File: src/rtl/cpu_dbg_pkg.sv
// Shared opcodes, reply codes, FSM states and the status reply layout
// for the CPU debug command decoder.
package cpu_dbg_pkg;

  localparam int unsigned BYTE_W = 8;
  localparam int unsigned NIB_W  = 4;

  localparam logic [NIB_W-1:0] OP_RST      = 4'h0;
  localparam logic [NIB_W-1:0] OP_STEP     = 4'h1;
  localparam logic [NIB_W-1:0] OP_STEP_ON  = 4'h2;
  localparam logic [NIB_W-1:0] OP_STEP_OFF = 4'h3;
  localparam logic [NIB_W-1:0] OP_MSTEP    = 4'h4;
  localparam logic [NIB_W-1:0] OP_STATUS   = 4'h5;

  localparam logic [NIB_W-1:0]  RPL_OK_HI   = 4'h0;
  localparam logic [NIB_W-1:0]  RPL_TMO_HI  = 4'hE;
  localparam logic [NIB_W-1:0]  RPL_STAT_HI = 4'h8;
  localparam logic [BYTE_W-1:0] RPL_BAD     = 8'hFF;

  typedef enum logic [2:0] {
    IDLE, ARG, RST, STEP, WAITBUSY, SEND, DONE
  } state_t;

  typedef struct packed {
    logic [NIB_W-1:0] hi;
    logic             rsvd;
    logic             stepmode;
    logic             busy;
    logic             err;
  } status_t;

endpackage

File: src/rtl/dbg_busy_timer.sv
// Saturating busy-cycle counter; expired rises once busy has been seen
// for 2^TMO_W-1 cycles since the last clr.
module dbg_busy_timer #(
  parameter int unsigned TMO_W = 16
) (
  input  logic clk,
  input  logic rst_n,
  input  logic clr,
  input  logic busy,
  output logic expired
);

  localparam logic [TMO_W-1:0] CNT_MAX = '1;

  logic [TMO_W-1:0] cnt;

  always_ff @(posedge clk) begin
    if (!rst_n || clr) begin
      cnt     <= '0;
      expired <= 1'b0;
    end else if (busy && !expired) begin
      cnt     <= cnt + TMO_W'(1);
      expired <= (cnt == CNT_MAX - TMO_W'(1));
    end
  end

endmodule

File: src/rtl/cpu_dbg_ctl.sv
// Debug command decoder: turns received UART bytes into CPU reset/step
// controls and answers every accepted command with one reply byte.
module cpu_dbg_ctl
  import cpu_dbg_pkg::*;
#(
  parameter int unsigned CNT_W      = 8,
  parameter int unsigned RST_CYCLES = 4,
  parameter int unsigned TMO_W      = 16
) (
  input  logic              clk,
  input  logic              rst_n,
  input  logic [BYTE_W-1:0] opcode,
  input  logic              en,
  input  logic              ctl_busy,
  output logic              ctl_rst,
  output logic              ctl_step,
  output logic              ctl_stepmode,
  input  logic              tx_busy,
  output logic              tx_en,
  output logic [BYTE_W-1:0] tx_data
);

  localparam int unsigned RW = $clog2(RST_CYCLES) + 1;

  state_t            state;
  logic [NIB_W-1:0]  cmd;
  logic [CNT_W-1:0]  count;
  logic [RW-1:0]     rst_cnt;
  logic [BYTE_W-1:0] reply;
  logic              last_err;
  logic              guard;
  logic              tmr_clr;
  logic              tmr_expired;
  status_t           status;

  // Timer restarts whenever WAITBUSY is (re)entered.
  assign tmr_clr = (state != WAITBUSY);

  dbg_busy_timer #(.TMO_W(TMO_W)) u_tmr (
    .clk     (clk),
    .rst_n   (rst_n),
    .clr     (tmr_clr),
    .busy    (ctl_busy),
    .expired (tmr_expired)
  );

  always_comb begin
    status          = '0;
    status.hi       = RPL_STAT_HI;
    status.stepmode = ctl_stepmode;
    status.busy     = ctl_busy;
    status.err      = last_err;
  end

  always_ff @(posedge clk) begin
    if (!rst_n) begin
      state        <= IDLE;
      cmd          <= '0;
      count        <= '0;
      rst_cnt      <= '0;
      reply        <= '0;
      last_err     <= 1'b0;
      guard        <= 1'b0;
      ctl_rst      <= 1'b0;
      ctl_step     <= 1'b0;
      ctl_stepmode <= 1'b0;
      tx_en        <= 1'b0;
      tx_data      <= '0;
    end else begin
      ctl_step <= 1'b0;
      tx_en    <= 1'b0;
      case (state)
        IDLE: begin
          if (en && opcode[7:4] == 4'h0) begin
            cmd <= opcode[3:0];
            case (opcode[3:0])
              OP_RST: begin
                ctl_rst <= 1'b1;
                rst_cnt <= RW'(RST_CYCLES - 1);
                count   <= '0;
                state   <= RST;
              end
              OP_STEP: begin
                ctl_step <= 1'b1;
                count    <= CNT_W'(1);
                state    <= STEP;
              end
              OP_STEP_ON, OP_STEP_OFF: begin
                ctl_stepmode <= (opcode[3:0] == OP_STEP_ON);
                count        <= '0;
                guard        <= 1'b1;
                state        <= WAITBUSY;
              end
              OP_MSTEP: state <= ARG;
              OP_STATUS: begin
                reply <= status;
                state <= SEND;
              end
              default: begin
                reply <= RPL_BAD;
                state <= SEND;
              end
            endcase
          end
        end
        ARG: begin
          if (en) begin
            if (opcode == '0) begin
              reply <= {RPL_OK_HI, cmd};
              state <= SEND;
            end else if (!ctl_stepmode) begin
              reply    <= {RPL_TMO_HI, cmd};
              last_err <= 1'b1;
              state    <= SEND;
            end else begin
              count    <= CNT_W'(opcode);
              ctl_step <= 1'b1;
              state    <= STEP;
            end
          end
        end
        RST: begin
          if (rst_cnt == '0) begin
            ctl_rst <= 1'b0;
            guard   <= 1'b1;
            state   <= WAITBUSY;
          end else begin
            rst_cnt <= rst_cnt - RW'(1);
          end
        end
        STEP: begin
          guard <= 1'b1;
          state <= WAITBUSY;
        end
        WAITBUSY: begin
          // First cycle after entry ignores ctl_busy so the CPU can raise it.
          if (guard) begin
            guard <= 1'b0;
          end else if (!ctl_busy) begin
            if (count > CNT_W'(1)) begin
              count    <= count - CNT_W'(1);
              ctl_step <= 1'b1;
              state    <= STEP;
            end else begin
              count    <= '0;
              reply    <= {RPL_OK_HI, cmd};
              last_err <= 1'b0;
              state    <= SEND;
            end
          end else if (tmr_expired) begin
            count    <= '0;
            reply    <= {RPL_TMO_HI, cmd};
            last_err <= 1'b1;
            state    <= SEND;
          end
        end
        SEND: begin
          if (!tx_busy) begin
            tx_en   <= 1'b1;
            tx_data <= reply;
            state   <= DONE;
          end
        end
        DONE:    state <= IDLE;
        default: state <= IDLE;
      endcase
    end
  end

endmodule

File: config.mk
export PLATFORM = sky130hd
export DESIGN_NAME = cpu_dbg_ctl
export DESIGN_NICKNAME = d
export VERILOG_FILES = /design/src/rtl/cpu_dbg_pkg.sv /design/src/rtl/dbg_busy_timer.sv /design/src/rtl/cpu_dbg_ctl.sv
export SDC_FILE = /design/constraint.sdc
export NUM_CORES = 1
export LEC_CHECK = 0
export CORE_UTILIZATION = 65
export CTS_BUF_LIST = sky130_fd_sc_hd__clkbuf_4 sky130_fd_sc_hd__clkbuf_8
export DETAILED_ROUTE_END_ITERATION = 6
export HOLD_SLACK_MARGIN = 0.02
export PLACE_DENSITY = 0.92
export SLEW_MARGIN = 30
export SYNTH_ARGS = -nofsm -noshare
export SYNTH_HDL_FRONTEND = slang
export SYNTH_SLANG_ARGS = --single-unit
File: constraint.sdc
create_clock -name clk -period 5.4 [get_ports clk]
set_clock_uncertainty 0.2 [all_clocks]
set_input_delay 0.81 -clock clk [delete_from_list [all_inputs] [get_ports clk]]
set_output_delay 0.81 -clock clk [all_outputs]
set_load 0.03 [all_outputs]
**Yosys cells after proc, flatten, opt, wreduce, memory -nomap -nowiden**

Index checks and enable logic that the tools add are counted.

- Bits in registers: 57
- Input bits: 13
- Output and inout port bits: 12

- Add/sub/neg operators: 3
- Magnitude comparators: 1
- Equal/unequal tests: 28
- Muxes and demuxes: 62
- Bitwise logic cells: 1
- Reduce and logical (&&, ||, !) cells: 28

Operators by type and width:

| operator | count |
|---|---|
| two-way mux 8 bit | 16 |
| case mux 8 bit (3 select lines) | 2 |
| two-way mux 3 bit | 13 |
| case mux 8 bit (2 select lines) | 2 |
| two-way mux 1 bit | 22 |
| != test 2 bit, second input constant | 10 |
| case mux 3 bit (6 select lines) | 1 |
| adder 16 x 1 -> 16 bit, second input constant | 1 |
| == test 16 bit, second input constant | 1 |
| AND reduction 8 bit | 2 |
| case mux 3 bit (4 select lines) | 1 |
| AND reduction 4 bit | 3 |
| != test 3 bit, second input constant | 3 |
| == test 4 x 2 -> 1 bit, second input constant | 2 |
| == test 4 x 3 -> 1 bit, second input constant | 2 |
| > comparator 8 x 1 -> 1 bit, second input constant | 1 |
| zero test 4 bit | 2 |
| zero test 8 bit | 1 |
| subtractor 8 x 1 -> 8 bit, second input constant | 1 |
| AND reduction 7 bit | 1 |
| == test 3 x 2 -> 1 bit, second input constant | 2 |
| == test 3 bit, second input constant | 2 |
| zero test 3 bit | 2 |
| != test 3 x 2 -> 1 bit, second input constant | 2 |
| other kinds (21) | 28 |

**Depth between registers and ports, before layout**

Gate-level depths: netlist of the first run.

- Word-level depth: 5
- Gate-level depth with buffers: 8
- Mapped depth without buffers: 7

**Hierarchy**

Synthesis of the first run repeated with hierarchy kept, for this count alone.

- Cells, all modules: 365
- Area, all modules: 3066.7 µm²

By module, submodules not included:

| module | times used | cells each | area an instance (µm²) | sequential area each (µm²) |
|---|---|---|---|---|
| cpu_dbg_ctl | 1 | 273 | 2264.7 | 760.7 |
| dbg_busy_timer | 1 | 92 | 802.0 | 340.3 |

**Least setup slack after synthesis of the first run**

No wires, ideal clock.

- Path type: in2reg
- Start: in opcode[2]
- End: reg rst_cnt[2]
- Setup time: 121 ps
- Data arrival time: 2305 ps
- Required time: 5079 ps
- Slack: 2774 ps
- Cell stages on the path: 6
- Path through: buf_2 or4_4 or4_4 a211oi_2 xnor2_1 nor3b_2

- Longest elaborated chain between the ends: 3

RTL lines:

| element | RTL line | RTL |
|---|---|---|
| start, declared | cpu_dbg_ctl.sv:12 | `input logic [BYTE_W-1:0] opcode,` |
| zero test 4 bit | cpu_dbg_ctl.sv:76 | `case (opcode[3:0])` |
| != test 2 x 1 -> 1 bit (no line) | - |  |
| AND reduction 4 bit (no line) | - |  |
| end signal, assigned | cpu_dbg_ctl.sv:79 | `rst_cnt <= RW'(RST_CYCLES - 1);` |
| end signal, assigned | cpu_dbg_ctl.sv:128 | `rst_cnt <= rst_cnt - RW'(1);` |
| end, declared | cpu_dbg_ctl.sv:28 | `logic [RW-1:0] rst_cnt;` |

No other way between the ends.
A chain may end at the register's enable or synchronous reset.

**Final worst setup path of the first run**

- Start: in opcode[4]
- End: reg count[2]

- Longest elaborated chain between the ends: 4
- Elaborated cells on any way between the ends: 6

RTL lines:

| element | RTL line | RTL |
|---|---|---|
| zero test 4 bit | cpu_dbg_ctl.sv:74 | `if (en && opcode[7:4] == 4'h0) begin` |
| logical AND 1 bit | cpu_dbg_ctl.sv:74 |  |
| != test 2 bit (no line) | - |  |
| AND reduction 8 bit (no line) (*) | - |  |
| end signal, assigned | cpu_dbg_ctl.sv:116 | `count <= CNT_W'(opcode);` |
| end signal, assigned | cpu_dbg_ctl.sv:141 | `count <= count - CNT_W'(1);` |
| end, declared | cpu_dbg_ctl.sv:27 | `logic [CNT_W-1:0] count;` |

Every way passes the cells marked *; elsewhere a longest branch is shown, timed or not.

==> qor.txt, run 1 <==
total die area = 0.00490 mm²
initial antenna violation count = 0
Die Wd = 70.0 µm
drt via density = 6.50
sequential cell area fraction in the yosys report = 0.367
CTS tree = done
Inserted Diodes = 0
flop2flop setup slack = 2.42 ns
Hold EP = reply[3]
Final Max Slew Viols = 0
reg2reg path depth = 5
Slew @ Worst Pin = 0.800 ns
Worst-Skew Late Latency = 0.31 ns
Synth cell types = 60
Hold Fails Final Rpt = 0
hold path startpoint = reply[3]
drt total wl = 6580 µm
Power Dens Cells = 376 mW/mm²
simple-gate area share of the yosys netlist = 0.249
syn_nets = 368
most frequent cells in the layout = dfxtp_1 (55), nand2_1 (28), nor2_1 (25), clkdlybuf4s50_1 (24), o21ai_0 (22)
hpwl dp = 4700 µm
post-CTS setup buffers = 0
CP Cell Sequence = clkdlybuf4s50_1 -> nor4_2 -> a31oi_1 -> a2111oi_4 -> o21ai_0 -> a31o_2
Pre-Repair DR Iteration Count = 5
Max Freq = 307 MHz
Compound-Gate Fraction of Synth Area = 0.215
IO buf count = 24
synthesized instance count = 349
Leakage Power = 1.20 nW
Worst R2R Start = state[1]
crit-path max cell delay = 0.79 ns
Placed Area = 0.00323 mm²
post-place setup slack = 1.83 ns
adder-cell share of the synthesized area = 0.0250
Post-synth EDFFs = 0
global-route usage over all layers = 0.286
core area = 0.00438 mm²
commonest non-fill, non-tap cell in the layout = dfxtp_1
fillers = 308
post-route setup slack = 2.14 ns
min-delay worst type = register to register
FFs w/ async S/R, synth = 0
unrepaired setup endpoints after global routing = no
Final Setup Violations = 0
area grow syn2layout = 10.7%
number of synthesized register bits = 55
final critical-path share of the clock period = 0.604
Final #Nets = 380
routed len/inst = 15.9 µm
final antenna-violating net count = 0
Critical Path End Type = register
clk buf depth = 2
status = finished clean
CP required = 5.41 ns
Synth area leaders = dfxtp_1 (37%), mux2i_1 (6.0%), o21ai_0 (3.7%), nand2_1 (3.5%), nor2_1 (3.1%)
# DRC = 0
Worst Path Max Fanout = 16
slowest stage cell on the critical path = a2111oi_4
max-cap viol count = 0
Worst slew margin = 0.467
Warnings, synthesis = 0
Post-Syn Area = 0.00300 mm²
CTS Buf Count = 5
Max VDD drop = 0.294 mV
Avg Cell Area, Syn = 8.61 µm²
layout cell share with drive strength beyond 1 = 0.0773
via count = 2690
io pins = 25
Post-Synth XOR/XNOR Area = 0.0408
Hold Path Depth = 2
vias in the first global route = 2620
Die Y = 70.0 µm
Worst R2R End = count[2]
DRT iter0 DRCs = 213
first-pass GRT wire length = 11500 µm
CTS sink cnt = 55
ys flop type = dfxtp_1
startpoint types = primary input
post_cts resized = 0
largest net degree at the start of global routing = 52
cts hold-fix bufs = 0
post-synth top area cell = dfxtp_1
Worst-path clk slew = 0.10 ns
row cnt = 24
total grt overflow = 0
clock root cell = clkbuf_8
mux cell area share after synthesis = 0.0600
Worst EP arrival = 3.27 ns
design area = 0.00333 mm²
post-layout util = 0.759
largest family of logic cells by synthesized area = simple AND/OR/NAND/NOR gates
fin crit period = 3.26 ns
GPL Wtd Cong = 0.927
kind of critical path = primary input to register
setup TNS = 0 ns
starting density of the core = 0.685
Synth top area share = 0.367
H-tree depth = 2
-- sequential cells by signal, summed over array words and instances (netlist names), 3 cells and up --
register and count:
cmd 4, count 8, reply 7, rst_cnt 3, state 3, tx_data 7, u_tmr.cnt 16
-- synthesized netlist by cell type, drive strengths merged, types with 5 or more instances --
cell type / n
or3: 10
nand4: 7
a31oi: 5
a21boi: 5
o21ai: 23
dfxtp: 55
inv: 12
nand2b: 7
o211ai: 5
nor2b: 14
mux2i: 18
ha: 6
buf: 6
nor2: 25
nand2: 28
a21oi: 15
nand3: 11
clkbuf: 14
xor2: 10
-- where the power goes --
group | switching, mW | internal [mW]
registers | 0.0665 | 0.457
logic | 0.280 | 0.211
clock network | 0.140 | 0.0939
total | 0.487 | 0.762
-- stage by stage --
stage | std cells | hold slack, ns | power, mW
finish | 414 | 0.271 | 1.25
global route | 414 | 0.309 | 1.33
CTS | 414 | 0.275 | 1.24
detailed placement | 406 | 0.260 | 1.01
global placement | 406 | 0.252 | 0.989
floorplan | 349 | 0.238 | 0.906
-- final cells by class --
type	count	area [µm²]	area share
multi-input cells	262	1770	0.533
flip-flops and latches	55	1100	0.331
repair buffers	25	248	0.0745
clock buffers	5	68.8	0.0207
well taps	52	65.1	0.0196
inverters	12	45.0	0.0135
clock inverters	3	23.8	0.00715
-- cells by family (layout without fill, tap and decap cells) --
| kind of cell | after synthesis | in the layout |
|---|---|---|
| and+or+nand+nor | 134 | 134 |
| AOI/OAI and AO/OA | 90 | 90 |
| DFF | 55 | 55 |
| buffers and inverters | 32 | 45 |
| muxes | 18 | 18 |
| xor gates and xnor gates | 14 | 14 |
| adders and majority gates | 6 | 6 |
-- worst max-delay path: cells and delay by family --
family          cells  cell delay, ns
compound gates      4            1.50
simple gates        1            0.51
buf+inv             1            0.45
-- layer usage --
layer,GRT usage,part of all wire,routed length (µm),vias up
met3,0.0620,0.068,445,17
met5,0,0,0,-
li1,-,-,-,1297
met4,0.116,0.019,126,0
met1,0.357,0.43,2850,1261
met2,0.480,0.48,3160,115
-- worst max path at each step --
| stage | start | slack [ns] | cells after the start | end |
|---|---|---|---|---|
| finish | opcode[4] | 2.14 | 6 | count[2] |
| global route | opcode[4] | 1.95 | 6 | count[4] |
| CTS | opcode[4] | 2.16 | 6 | count[4] |
| detailed placement | opcode[4] | 1.83 | 6 | count[4] |
| global placement | opcode[4] | 1.94 | 6 | count[2] |
| floorplan | opcode[2] | 2.77 | 6 | rst_cnt[2] |
No activity file was read; power rests on OpenSTA's default activity.
==> inputs of run 2 (changes only) <==
--- a/config.mk
+++ b/config.mk
@@ -5,11 +5,11 @@
 export SDC_FILE = /design/constraint.sdc
 export NUM_CORES = 1
 export LEC_CHECK = 0
-export CORE_UTILIZATION = 65
+export CORE_UTILIZATION = 60
 export CTS_BUF_LIST = sky130_fd_sc_hd__clkbuf_4 sky130_fd_sc_hd__clkbuf_8
 export DETAILED_ROUTE_END_ITERATION = 6
 export HOLD_SLACK_MARGIN = 0.02
-export PLACE_DENSITY = 0.92
+export PLACE_DENSITY = 0.86
 export SLEW_MARGIN = 30
 export SYNTH_ARGS = -nofsm -noshare
 export SYNTH_HDL_FRONTEND = slang
==> constraint.sdc (replaced) <==
create_clock -name clk -period 3.4 [get_ports clk]
set_clock_uncertainty 0.2 [all_clocks]
set_input_delay 0.51 -clock clk [delete_from_list [all_inputs] [get_ports clk]]
set_output_delay 0.51 -clock clk [all_outputs]
set_load 0.03 [all_outputs]
==> run 2 against run 1 <==
Flip-flop and latch count did not move. Clock power up 54%. Register-to-register slack worse by 1.7 ns. Largest power group unchanged. Hold slack lost 0.0047 ns. Critical path type unchanged. Critical endpoint is now count[5]. First-iteration DRC count increased by 13%. Clock-buffer cell count is 1 higher. Highest routed layer unchanged. Worst setup slack worse by 1.5 ns. Sequential power is 58% higher. Total power rose by 59%. Non-clock buffer count is 7 higher. Core utilization fell by 5.0 points.
==> qor.txt, run 2 (synthesis gave the netlist of run 1 again) <==
Slew @ Worst Pin = 0.795 ns
Worst EP arrival = 2.72 ns
largest net degree at the start of global routing = 35
CTS sink cnt = 55
status = finished clean
hold path startpoint = reply[6]
kind of critical path = primary input to register
post-route setup slack = 0.675 ns
Max Freq = 367 MHz
startpoint types = primary input
Worst slew margin = 0.468
crit-path max cell delay = 0.52 ns
Die Wd = 72.8 µm
Worst Path Max Fanout = 10
most frequent cells in the layout = dfxtp_1 (55), nand2_1 (28), nor2_1 (25), clkdlybuf4s50_1 (24), o21ai_0 (22)
Worst-path clk slew = 0.10 ns
drt total wl = 6570 µm
row cnt = 25
Placed Area = 0.00330 mm²
post_cts resized = 0
design area = 0.00339 mm²
Pre-Repair DR Iteration Count = 5
total die area = 0.00529 mm²
Worst R2R Start = state[2]
CTS Buf Count = 5
fillers = 371
Die Y = 72.8 µm
Hold EP = reply[6]
layout cell share with drive strength beyond 1 = 0.0949
vias in the first global route = 2422
Worst-Skew Late Latency = 0.30 ns
Hold Path Depth = 2
CP required = 3.40 ns
non-filler instance count after layout = 436
routed len/inst = 15.1 µm
clock root cell = clkbuf_8
via count = 2642
core area = 0.00479 mm²
Critical Path End Type = register
initial antenna violation count = 0
Final #Nets = 387
area grow syn2layout = 13.0%
min-delay worst type = register to register
drt via density = 6.06
flop2flop setup slack = 0.68 ns
total grt overflow = 0
Cell Count Post-Placement = 428
post-place setup slack = 0.369 ns
GPL Wtd Cong = 0.876
max-cap viol count = 0
Hold Fails Final Rpt = 0
CTS tree = done
# DRC = 0
Inserted Diodes = 0
Max VDD drop = 0.426 mV
IO buf count = 24
slowest stage cell on the critical path = nor4_2
setup TNS = 0 ns
DRT iter0 DRCs = 240
max FFs per register = 16
Biggest register = u_tmr.cnt
first-pass GRT wire length = 11000 µm
footprint of the multi-input gates = 0.00177 mm²
post-CTS setup buffers = 0
io pins = 25
Leakage Power = 1.23 nW
reg2reg path depth = 5
CP Cell Sequence = clkdlybuf4s50_1 -> nor4_2 -> a31oi_1 -> a2111oi_4 -> buf_4 -> a21boi_0 -> o21ai_0
Final Setup Violations = 0
clk buf depth = 2
hpwl dp = 4570 µm
cts hold-fix bufs = 0
Final Max Slew Viols = 0
starting density of the core = 0.628
Register Area = 0.00110 mm²
unrepaired setup endpoints after global routing = no
post-layout util = 0.709
Worst R2R End = reply[2]
final hold slack = 0.266 ns
H-tree depth = 2
final critical-path share of the clock period = 0.801
commonest non-fill, non-tap cell in the layout = dfxtp_1
Power Dens Cells = 585 mW/mm²
global-route usage over all layers = 0.263
fin crit period = 2.72 ns
Final Power = 1.98 mW
final antenna-violating net count = 0
Largest regs = u_tmr.cnt: 16 flops, count: 8 flops
-- run 2: cell types whose count changed in the layout (fill, tap and decap cells not counted) --
cell      delta
clkbuf_4     +1
inv_8        -1
buf_4        +7
-- run 2: metal layers --
layer	share of wire	track usage	vias to the layer above
met3	0.056	0.0345	17
met1	0.45	0.337	1223
met2	0.47	0.450	100
li1	-	-	1302
met5	0	0	-
met4	0.021	0.100	0
-- run 2: area by class of cell --
cell class                 instances  share of cell area
sequential                        55               0.324
multi-input combinational        262               0.523
tap                               67              0.0247
timing repair buffer              32              0.0885
clock buffer                       6              0.0225
clock inverter                     2             0.00369
inverter                          12              0.0133
-- run 2: power by group --
part,internal [mW],switching [mW]
Sequential,0.726,0.101
Clock,0.153,0.209
Combinational,0.349,0.448
Total,1.23,0.758
-- run 2: how the worst max path moves through the flow --
stage | depth (start not counted) | startpoint | slack [ns] | end
floorplan | 6 | opcode[2] | 1.07 | rst_cnt[2]
global placement | 7 | opcode[4] | 0.45 | count[5]
detailed placement | 7 | opcode[4] | 0.37 | count[5]
CTS | 7 | opcode[4] | 0.71 | count[5]
global route | 5 | state[2] | 0.53 | reply[2]
finish | 7 | opcode[4] | 0.68 | count[5]
-- run 2: critical path: cells and delay by family --
family	cells	cell delay (ns)
AO/OA/AOI/OAI	4	0.98
buffers and inverters	2	0.71
AND/OR/NAND/NOR	1	0.52
